[config.mk]
export PLATFORM = sky130hd
export DESIGN_NAME = hazard_scoreboard_flat
export DESIGN_NICKNAME = d
export VERILOG_FILES = /design/src/rtl/hazard_scoreboard_if.sv /design/src/rtl/hazard_scoreboard.sv /design/src/flat_wrapper.sv
export SDC_FILE = /design/constraint.sdc
export NUM_CORES = 1
export LEC_CHECK = 0
export BUFFER_PORTS_ARGS = -buffer_cell sky130_fd_sc_hd__clkbuf_2
export CAP_MARGIN = 20
export CORE_MARGIN = 4
export CORE_UTILIZATION = 47
export DETAILED_ROUTE_END_ITERATION = 12
export PLACE_DENSITY = 0.79
export SLEW_MARGIN = 20
export SYNTH_ARGS = -nofsm -noshare
export SYNTH_HDL_FRONTEND = slang
export SYNTH_SLANG_ARGS = --single-unit
[constraint.sdc]
create_clock -name clk -period 2.2 [get_ports clk]
set_input_delay 0.11 -clock clk [delete_from_list [all_inputs] [get_ports clk]]
set_output_delay 0.11 -clock clk [all_outputs]
set_load 0.1 [all_outputs]
[src/rtl/hazard_scoreboard_if.sv]
// Decode-to-scoreboard hazard request bundle.
// Decode drives its source/destination fields; the scoreboard answers with hazard.
interface hazard_scoreboard_if;
    logic [3:0] id_rn;
    logic [3:0] id_rdm;
    logic       id_two_src;
    logic [3:0] id_dest;
    logic       id_wb_en;
    logic       id_mem_read;
    logic       hazard;

    modport master (
        output id_rn, id_rdm, id_two_src,
        output id_dest, id_wb_en, id_mem_read,
        input  hazard
    );

    modport slave (
        input  id_rn, id_rdm, id_two_src,
        input  id_dest, id_wb_en, id_mem_read,
        output hazard
    );
endinterface

[src/rtl/hazard_scoreboard.sv]
// Hazard detection / forwarding control with an EXE-MEM-WB destination scoreboard.
// Optional macro HAZARD_FORWARD_EN enables forwarding (load-use stalls only).
module hazard_scoreboard #(
    parameter int CNT_W = 16
) (
    input  logic             clk,
    input  logic             rst,
    input  logic             freeze,
    input  logic             flush,
    hazard_scoreboard_if.slave req,
    output logic [1:0]       fwd_sel_a,
    output logic [1:0]       fwd_sel_b,
    output logic [CNT_W-1:0] stall_count
);

`ifdef HAZARD_FORWARD_EN
    typedef struct packed {
        logic       valid;
        logic [3:0] dest;
        logic       wb_en;
        logic       mem_read;
        logic [3:0] rn;
        logic [3:0] rdm;
        logic       two_src;
    } slot_t;
`else
    typedef struct packed {
        logic       valid;
        logic [3:0] dest;
        logic       wb_en;
        logic       mem_read;
    } slot_t;
`endif

    slot_t exe_q;
    slot_t mem_q;
    slot_t exe_d;
    logic  haz;

    // R15 reads the PC in decode, so it never matches a pending write
    function automatic logic hit(slot_t s, logic [3:0] src);
        return s.valid && s.wb_en && (s.dest == src) && (src != 4'hf);
    endfunction

`ifdef HAZARD_FORWARD_EN
    slot_t wb_q;
    logic  unused_slots;

    function automatic logic [1:0] sel(
        slot_t e, slot_t m, slot_t w, logic [3:0] src, logic live
    );
        if (!e.valid || !live)
            return 2'b00;
        if (hit(m, src) && !m.mem_read)
            return 2'b01;
        if (hit(w, src))
            return 2'b10;
        return 2'b00;
    endfunction

    // only a load still in EXE cannot be forwarded in time
    always_comb begin
        haz = (hit(exe_q, req.id_rn) ||
               (req.id_two_src && hit(exe_q, req.id_rdm))) &&
              exe_q.mem_read;
    end

    // EXE operand sources: MEM result first, then WB value
    always_comb begin
        fwd_sel_a = sel(exe_q, mem_q, wb_q, exe_q.rn, 1'b1);
        fwd_sel_b = sel(exe_q, mem_q, wb_q, exe_q.rdm, exe_q.two_src);
    end

    assign unused_slots = ^{wb_q, mem_q};

    // WB slot is only needed as a forwarding source
    always_ff @(posedge clk or negedge rst) begin
        if (!rst)
            wb_q <= '0;
        else if (!freeze)
            wb_q <= mem_q;
    end
`else
    logic unused_slots;

    // no bypass: any pending EXE or MEM write blocks decode
    always_comb begin
        haz = hit(exe_q, req.id_rn) || hit(mem_q, req.id_rn) ||
              (req.id_two_src &&
               (hit(exe_q, req.id_rdm) || hit(mem_q, req.id_rdm)));
    end

    assign fwd_sel_a = 2'b00;
    assign fwd_sel_b = 2'b00;
    assign unused_slots = mem_q.mem_read;
`endif

    assign req.hazard = haz;

    // next EXE entry: the decoded instruction, or a bubble on stall/flush
    always_comb begin
        exe_d = '0;
        if (!(haz || flush)) begin
            exe_d.valid    = 1'b1;
            exe_d.dest     = req.id_dest;
            exe_d.wb_en    = req.id_wb_en;
            exe_d.mem_read = req.id_mem_read;
`ifdef HAZARD_FORWARD_EN
            exe_d.rn       = req.id_rn;
            exe_d.rdm      = req.id_rdm;
            exe_d.two_src  = req.id_two_src;
`endif
        end
    end

    // scoreboard shifts in lock-step with the pipeline registers
    always_ff @(posedge clk or negedge rst) begin
        if (!rst) begin
            exe_q <= '0;
            mem_q <= '0;
        end else if (!freeze) begin
            exe_q <= exe_d;
            mem_q <= exe_q;
        end
    end

    // saturating count of stalled cycles
    always_ff @(posedge clk or negedge rst) begin
        if (!rst)
            stall_count <= '0;
        else if (!freeze && haz && (stall_count != '1))
            stall_count <= stall_count + CNT_W'(1);
    end

endmodule

[src/flat_wrapper.sv]
// flat-port wrapper written by rule: the top's interface ports become plain ports
module hazard_scoreboard_flat 
#(
    parameter int CNT_W = 16
)
  (clk, rst, freeze, flush, fwd_sel_a, fwd_sel_b, stall_count, req_id_rn, req_id_rdm, req_id_two_src, req_id_dest, req_id_wb_en, req_id_mem_read, req_hazard);
  hazard_scoreboard_if req_i ();
  input  logic clk;
  input  logic rst;
  input  logic freeze;
  input  logic flush;
  output logic [1:0] fwd_sel_a;
  output logic [1:0] fwd_sel_b;
  output logic [CNT_W-1:0] stall_count;
  input wire logic [$bits(req_i.id_rn)-1:0] req_id_rn;
  input wire logic [$bits(req_i.id_rdm)-1:0] req_id_rdm;
  input wire logic [$bits(req_i.id_two_src)-1:0] req_id_two_src;
  input wire logic [$bits(req_i.id_dest)-1:0] req_id_dest;
  input wire logic [$bits(req_i.id_wb_en)-1:0] req_id_wb_en;
  input wire logic [$bits(req_i.id_mem_read)-1:0] req_id_mem_read;
  output wire logic [$bits(req_i.hazard)-1:0] req_hazard;
  assign req_i.id_rn = req_id_rn;
  assign req_i.id_rdm = req_id_rdm;
  assign req_i.id_two_src = req_id_two_src;
  assign req_i.id_dest = req_id_dest;
  assign req_i.id_wb_en = req_id_wb_en;
  assign req_i.id_mem_read = req_id_mem_read;
  assign req_hazard = req_i.hazard;
  hazard_scoreboard #(.CNT_W(CNT_W)) u_core (.clk(clk), .rst(rst), .freeze(freeze), .flush(flush), .req(req_i), .fwd_sel_a(fwd_sel_a), .fwd_sel_b(fwd_sel_b), .stall_count(stall_count));
endmodule
==> flow_metrics.tcl, run 1 <==
set metrics [dict create \
    outcome "complete, but fails checks" \
    violations "negative setup slack" \
    cts_buffers 3 \
    cpMaxStageDelayCell "dfrtp_1" \
    rows 20 \
    cts_sinks 28 \
    clock_path_buffers 2 \
    drtAntennaViolNets 0 \
    cp_top_family "simple AND/OR/NAND/NOR gates" \
    yosysTopAreaCell "dfrtp_1" \
    syn_avg_cell_area_um2 11.1 \
    worst-path-stages 9 \
    grt_pass1_wl_um 5730 \
    synthTopCellsByArea "dfrtp_1, xor2_1, mux2_2" \
    p_leak_uw 0.000986 \
    multi_input_area_um2 891 \
    die_w_um 66.3 \
    yosysSeqAreaShare_pct 43.9 \
    async_flop_share_pct 100 \
    grt_pass1_vias 1310 \
    clkPwrFrac_pct 20.8 \
    p_comb_share_pct 30.3 \
    slew_viol_final 0 \
    yosys_register_bits 28 \
    vias 1278 \
    power_density_mw_per_mm2 599 \
    cts_tree "done" \
    gp_congestion 0.962 \
    internal_power_uw 774 \
    grt_setup_unrepaired "yes" \
    remaining_drc_errors 0 \
    grt_max_degree 29 \
    synth.distinct_cells 35 \
    post-place-cells 228 \
    path_clk_slew_ns 0.15 \
    tightestPinTransition_ns 0.680 \
    groute.usage.overall_pct 17.0 \
    start_util_pct 50.7 \
    wl_per_cell_um 14.2 \
    setup_violations 2 \
    finalCriticalPeriod_ns 2.20 \
    ys.flop_type "dfrtp_1" \
    io_buffers 34 \
    max_stage_delay_ns 0.41 \
    crit_path_cell_trace "buf_4 -> xor2_1 -> nor4_1 -> o21ai_1 -> and4_4 -> buf_4 -> buf_4 -> nor4b_4 -> mux2_4" \
    synth_edf_count 0 \
    syn_area_mm2 0.00160 \
    critPathMaxFanout 3 \
    clk_latency_ns 0.34 \
    worst-path-buf-inv 3 \
    layout-drive-gt1-share_pct 47.7 \
    core_mm2 0.00315 \
    switchingPower_uw 458 \
    pwr-share-seq_pct 48.9 \
    antenna_found_initial 0 \
    fin_cells 239 \
    fin_ws_ns -0.00429 \
    io_pins 40 \
    hp-class "primary input to register" \
    cp.arrival_ns 2.44 \
    register_area_um2 726 \
    dp_hpwl_um 2570 \
    area_growth_pct 28.6 \
    finalHoldViolations 0 \
    fillers 249 \
    cp-start-kind "register" \
    top_usage_layer "met2" \
    cp-end-kind "register" \
    diodes 0 \
    rr_worst_depth 9 \
    yosysMostFrequentCell "dfrtp_1" \
    synthCells 144 \
    drt_pass1_iterations 4 \
    vdd_drop_max_uv 484 \
    criticalPathCategory "register to register" \
    skew_ns 0.00480 \
    required_ns 2.44 \
    fp.dieH_um 66.3 \
    fin_crit_sh_pct 100 \
    p_sw_share_pct 37.2 \
    slew_headroom_pct 54.7 \
    dieArea_mm2 0.00440 \
    nets 216 \
    min_path_cells 3 \
    drt-initial-drc-count 51 \
    netlist.area_leader.share_pct 43.9 \
    via_per_inst 5.35 \
    ys_warn_count 0 \
    met1_usage_pct 20.4 \
    setup_tns_ns -0.00610 \
    grt.met2_usage_pct 29.1 \
    maxCapViolCount 0 \
    root_buffer "clkbuf_4" \
    drt-total-wl_um 3400 \
    synth_common_cells "dfrtp_1, xor2_1, nand2_1, mux2_2, xnor2_1" \
    timing.critical_path.mode_cell "buf_4" \
    timing.fmax_mhz 454 \
    htree_levels 1 \
    grt-ovfl-total 0 \
    grt_use_met3_pct 3.06 \
]
metal layers:
metal	part of all wire [%]	vias to the layer above
met5	0	-
met4	1.6	0
met3	3.8	6
met2	53	35
met1	42	629
li1	-	608
layout make-up:
| class | count | area share [%] |
|---|---|---|
| timing repair buffer | 53 | 16.7 |
| sequential | 28 | 35.3 |
| inverter | 1 | 0.183 |
| tap | 44 | 2.68 |
| clock buffer | 4 | 1.77 |
| multi-input combinational | 109 | 43.4 |
state kept, by name, indices dropped and copies added, names as in the netlist:
register and cells:
u_core.stall_count 16, u_core.exe_q 6, u_core.mem_q 6
placed cells by master (no fill, tap or decap), drive strengths merged, types with 4 or more instances in the layout:
cell type / n
xnor2: 7
clkbuf: 37
nand3: 6
dlygate4sd3: 6
buf: 14
conb: 4
nand2: 15
nor4: 10
mux2: 11
xor2: 18
a22o: 5
dfrtp: 28
nor2: 5
power by group through the flow:
stage,Sequential [µW],Clock [µW],Combinational (µW)
detailed placement,614,0,355
global placement,611,0,347
floorplan,752,0,128
finish,602,256,373
CTS,603,269,370
global route,610,284,398
worst min-delay path, delay by kind of cell:
| family | cells | cell delay (ns) |
|---|---|---|
| buffers and inverters | 1 | 0.08 |
| and+or+nand+nor | 1 | 0.06 |
| AOI/OAI and AO/OA | 1 | 0.15 |
cells by family after synthesis:
logic type | synth area share, %
compound gates | 4.93
xor+xnor | 13.7
flops | 43.9
mux | 7.75
buf+inv | 4.46
other cells | 0.235
simple gates | 24.3
fa+ha+maj | 0.783
metrics by stage:
stage	power [µW]	hold slack, ns	area [µm²]	utilization [%]	setup WS [ns]
floorplan	880	-0.186	1630	-	0.00691
global placement	958	0.175	1900	60.2	0.0556
detailed placement	969	0.184	1900	60.2	0.00517
CTS	1240	0.114	2010	63.8	-0.000444
global route	1290	0.0908	2050	65.2	-0.0791
finish	1230	0.0878	2050	65.2	-0.00429
repair_timing:
item | 4_1_cts | 5_1_grt
gates resized for setup | 5 | 8
hold endpoints to repair | 33 | 0
endpoints found under the setup margin | 5 | 14
cloned | 0 | 0
pin swaps | 6 | 2
hold buffers | 6 | 0
buffers inserted | 2 | 0
final timing paths:
check                           slack (ns)                            endpoint                               from
max in group asynchronous             1.39   u_core.stall_count[0]$_DFFE_PN0P_                                rst
worst min-delay path                  0.09         u_core.exe_q[6]$_DFFE_PN0N_                              flush
min in group asynchronous             0.32   u_core.stall_count[5]$_DFFE_PN0P_                                rst
worst max-delay path                -0.004  u_core.stall_count[13]$_DFFE_PN0P_        u_core.exe_q[3]$_DFFE_PN0N_
worst min register to register        0.49   u_core.stall_count[8]$_DFFE_PN0P_  u_core.stall_count[8]$_DFFE_PN0P_
worst max register to register      -0.004  u_core.stall_count[13]$_DFFE_PN0P_        u_core.exe_q[3]$_DFFE_PN0N_
No activity file was read; power rests on OpenSTA's default activity.
==> run 2: changes to the inputs <==
--- a/config.mk
+++ b/config.mk
@@ -11,6 +11,7 @@
 export CORE_UTILIZATION = 47
 export DETAILED_ROUTE_END_ITERATION = 12
 export PLACE_DENSITY = 0.79
+export SETUP_SLACK_MARGIN = 0.02
 export SLEW_MARGIN = 20
 export SYNTH_ARGS = -nofsm -noshare
 export SYNTH_HDL_FRONTEND = slang
==> run 2 against run 1 <==
Against the previous run: the flow now finishes without violations; non-clock buffer count down 1; register-to-register slack better by 0.04 ns; worst hold slack better by 0.056 ns; flip-flop and latch count unchanged; critical endpoint is now u_core.stall_count[14]$_DFFE_PN0P_; core utilization up 1.7 points; die area unchanged; global-route usage about the same; fmax up 2.0%; setup slack better by 0.044 ns.
==> flow_metrics.tcl, run 2 (synthesis gave the netlist of run 1 again) <==
set metrics [dict create \
    nets 215 \
    fillers 257 \
    cts_buffers 3 \
    dieArea_mm2 0.00440 \
    cp.arrival_ns 2.41 \
    fp.dieH_um 66.3 \
    fin_crit_sh_pct 98.2 \
    htree_levels 1 \
    grt-ovfl-total 0 \
    finalHoldViolations 0 \
    power_density_mw_per_mm2 591 \
    grt_setup_unrepaired "yes" \
    cts_sinks 28 \
    grt_max_degree 29 \
    rows 20 \
    via_per_inst 5.47 \
    grt_pass1_wl_um 5840 \
    skew_ns 0.0145 \
    hp-class "primary input to register" \
    reg_top3 "u_core.stall_count: 16 flops, u_core.exe_q: 6 flops, u_core.mem_q: 6 flops" \
    drt-initial-drc-count 54 \
    max_stage_delay_ns 0.43 \
    cp-start-kind "register" \
    finalCriticalPeriod_ns 2.16 \
    wl_per_cell_um 15.2 \
    final_cell_mix "clkbuf_2, xor2_1, nand2_1" \
    io_buffers 34 \
    crit_path_cell_trace "xnor2_1 -> nand3_1 -> or4_1 -> and4_4 -> buf_12 -> nor4_4 -> mux2_4" \
    drt_pass1_iterations 4 \
    vdd_drop_max_uv 387 \
    dp_hpwl_um 2560 \
    pwr-share-seq_pct 49.0 \
    vias 1302 \
    required_ns 2.45 \
    die_w_um 66.3 \
    cpMaxStageDelayCell "dfrtp_1" \
    layout-drive-gt1-share_pct 47.4 \
    slew_viol_final 0 \
    largest_reg_flops 16 \
    drt-total-wl_um 3610 \
    critPathMaxFanout 5 \
    maxCapViolCount 0 \
    largest-register "u_core.stall_count" \
    drtAntennaViolNets 0 \
    min_path_cells 3 \
    io_pins 40 \
    dpl_cell_area_mm2 0.00187 \
    r2r_setup_slack_ns 0.04 \
    outcome "completed" \
    p_leak_uw 0.000997 \
    setup_violations 0 \
    slew_headroom_pct 49.8 \
    cp_top_family "simple AND/OR/NAND/NOR gates" \
    gp_congestion 0.871 \
    grt_pass1_vias 1331 \
    core_mm2 0.00315 \
    rr_worst_depth 7 \
    criticalPathCategory "register to register" \
    p_comb_share_pct 30.5 \
    switchingPower_uw 465 \
    clkPwrFrac_pct 20.4 \
    clk_latency_ns 0.34 \
    groute.usage.overall_pct 17.0 \
    clock_path_buffers 2 \
    diodes 0 \
    start_util_pct 50.7 \
    area_growth_pct 32.0 \
    cp-end-kind "register" \
    final_common_cell "clkbuf_2" \
    final_util_pct 66.9 \
    tightestPinTransition_ns 0.753 \
    whs_ns 0.144 \
    remaining_drc_errors 0 \
    final_cell_area_mm2 0.00211 \
    path_clk_slew_ns 0.15 \
    worst-path-buf-inv 1 \
    antenna_found_initial 0 \
    p_sw_share_pct 37.3 \
    cts_tree "done" \
    internal_power_uw 782 \
    timing.fmax_mhz 463 \
    worst-path-stages 7 \
    root_buffer "clkbuf_4" \
]
## run 2: cell types whose count changed in the layout (fill, tap and decap cells not counted), sizes merged
cell and delta:
buf -1
## run 2: final timing paths
path,from,to
max,u_core.exe_q[5]$_DFFE_PN0N_,u_core.stall_count[14]$_DFFE_PN0P_
min,flush,u_core.exe_q[6]$_DFFE_PN0N_
max reg2reg,u_core.exe_q[5]$_DFFE_PN0N_,u_core.stall_count[14]$_DFFE_PN0P_
min reg2reg,u_core.stall_count[8]$_DFFE_PN0P_,u_core.stall_count[8]$_DFFE_PN0P_
max in group asynchronous,rst,u_core.stall_count[0]$_DFFE_PN0P_
min in group asynchronous,rst,u_core.stall_count[8]$_DFFE_PN0P_
## run 2: cell type report
| cell class | count | area (µm²) | share of cell area (%) |
|---|---|---|---|
| flip-flops and latches | 28 | 726 | 34.4 |
| repair buffers | 52 | 355 | 16.8 |
| clock buffers | 4 | 36.3 | 1.72 |
| inverters | 1 | 6.26 | 0.297 |
| multi-input cells | 109 | 931 | 44.1 |
| well taps | 44 | 55.1 | 2.61 |
## run 2: power groups by stage
stage,sequential [µW],combinational (µW),clock [µW]
5_1_grt,620,406,283
2_1_floorplan,758,131,0
3_5_place_dp,623,351,0
3_3_place_gp,620,340,0
4_1_cts,611,375,259
6_report,611,380,255
## run 2: metrics by stage
stage / TNS (ns) / worst slack, ns / std cells / power, µW
final: 0 / 0.0394 / 238 / 1250
after global routing: -0.242 / -0.0330 / 238 / 1310
after floorplan: 0 / 0.0352 / 147 / 889
after global placement: 0 / 0.0388 / 223 / 960
after detailed placement: 0 / 0.0387 / 223 / 974
after CTS: 0 / 0.0292 / 238 / 1240
## run 2: worst min-delay path: cells and delay by family
family	cells	cell delay (ns)
buffers and inverters	1	0.10
AOI/OAI and AO/OA	1	0.16
and+or+nand+nor	1	0.08
## run 2: timing repair
action	in CTS	in global routing
hold buffers	6	0
gates resized for setup	3	15
setup buffers	5	0
pin swaps	1	8
gates cloned	0	0
endpoints found under the setup margin	1	17
endpoints found under the hold margin	33	0
## run 2: routing by layer
layer	track usage, %	wire length [µm]	share of wire (%)	vias to the layer above
met5	0	0	0	-
met4	4.57	38	1.1	0
met3	4.59	191	5.3	7
met2	31.0	1930	54	39
met1	19.4	1450	40	654
li1	-	-	-	602
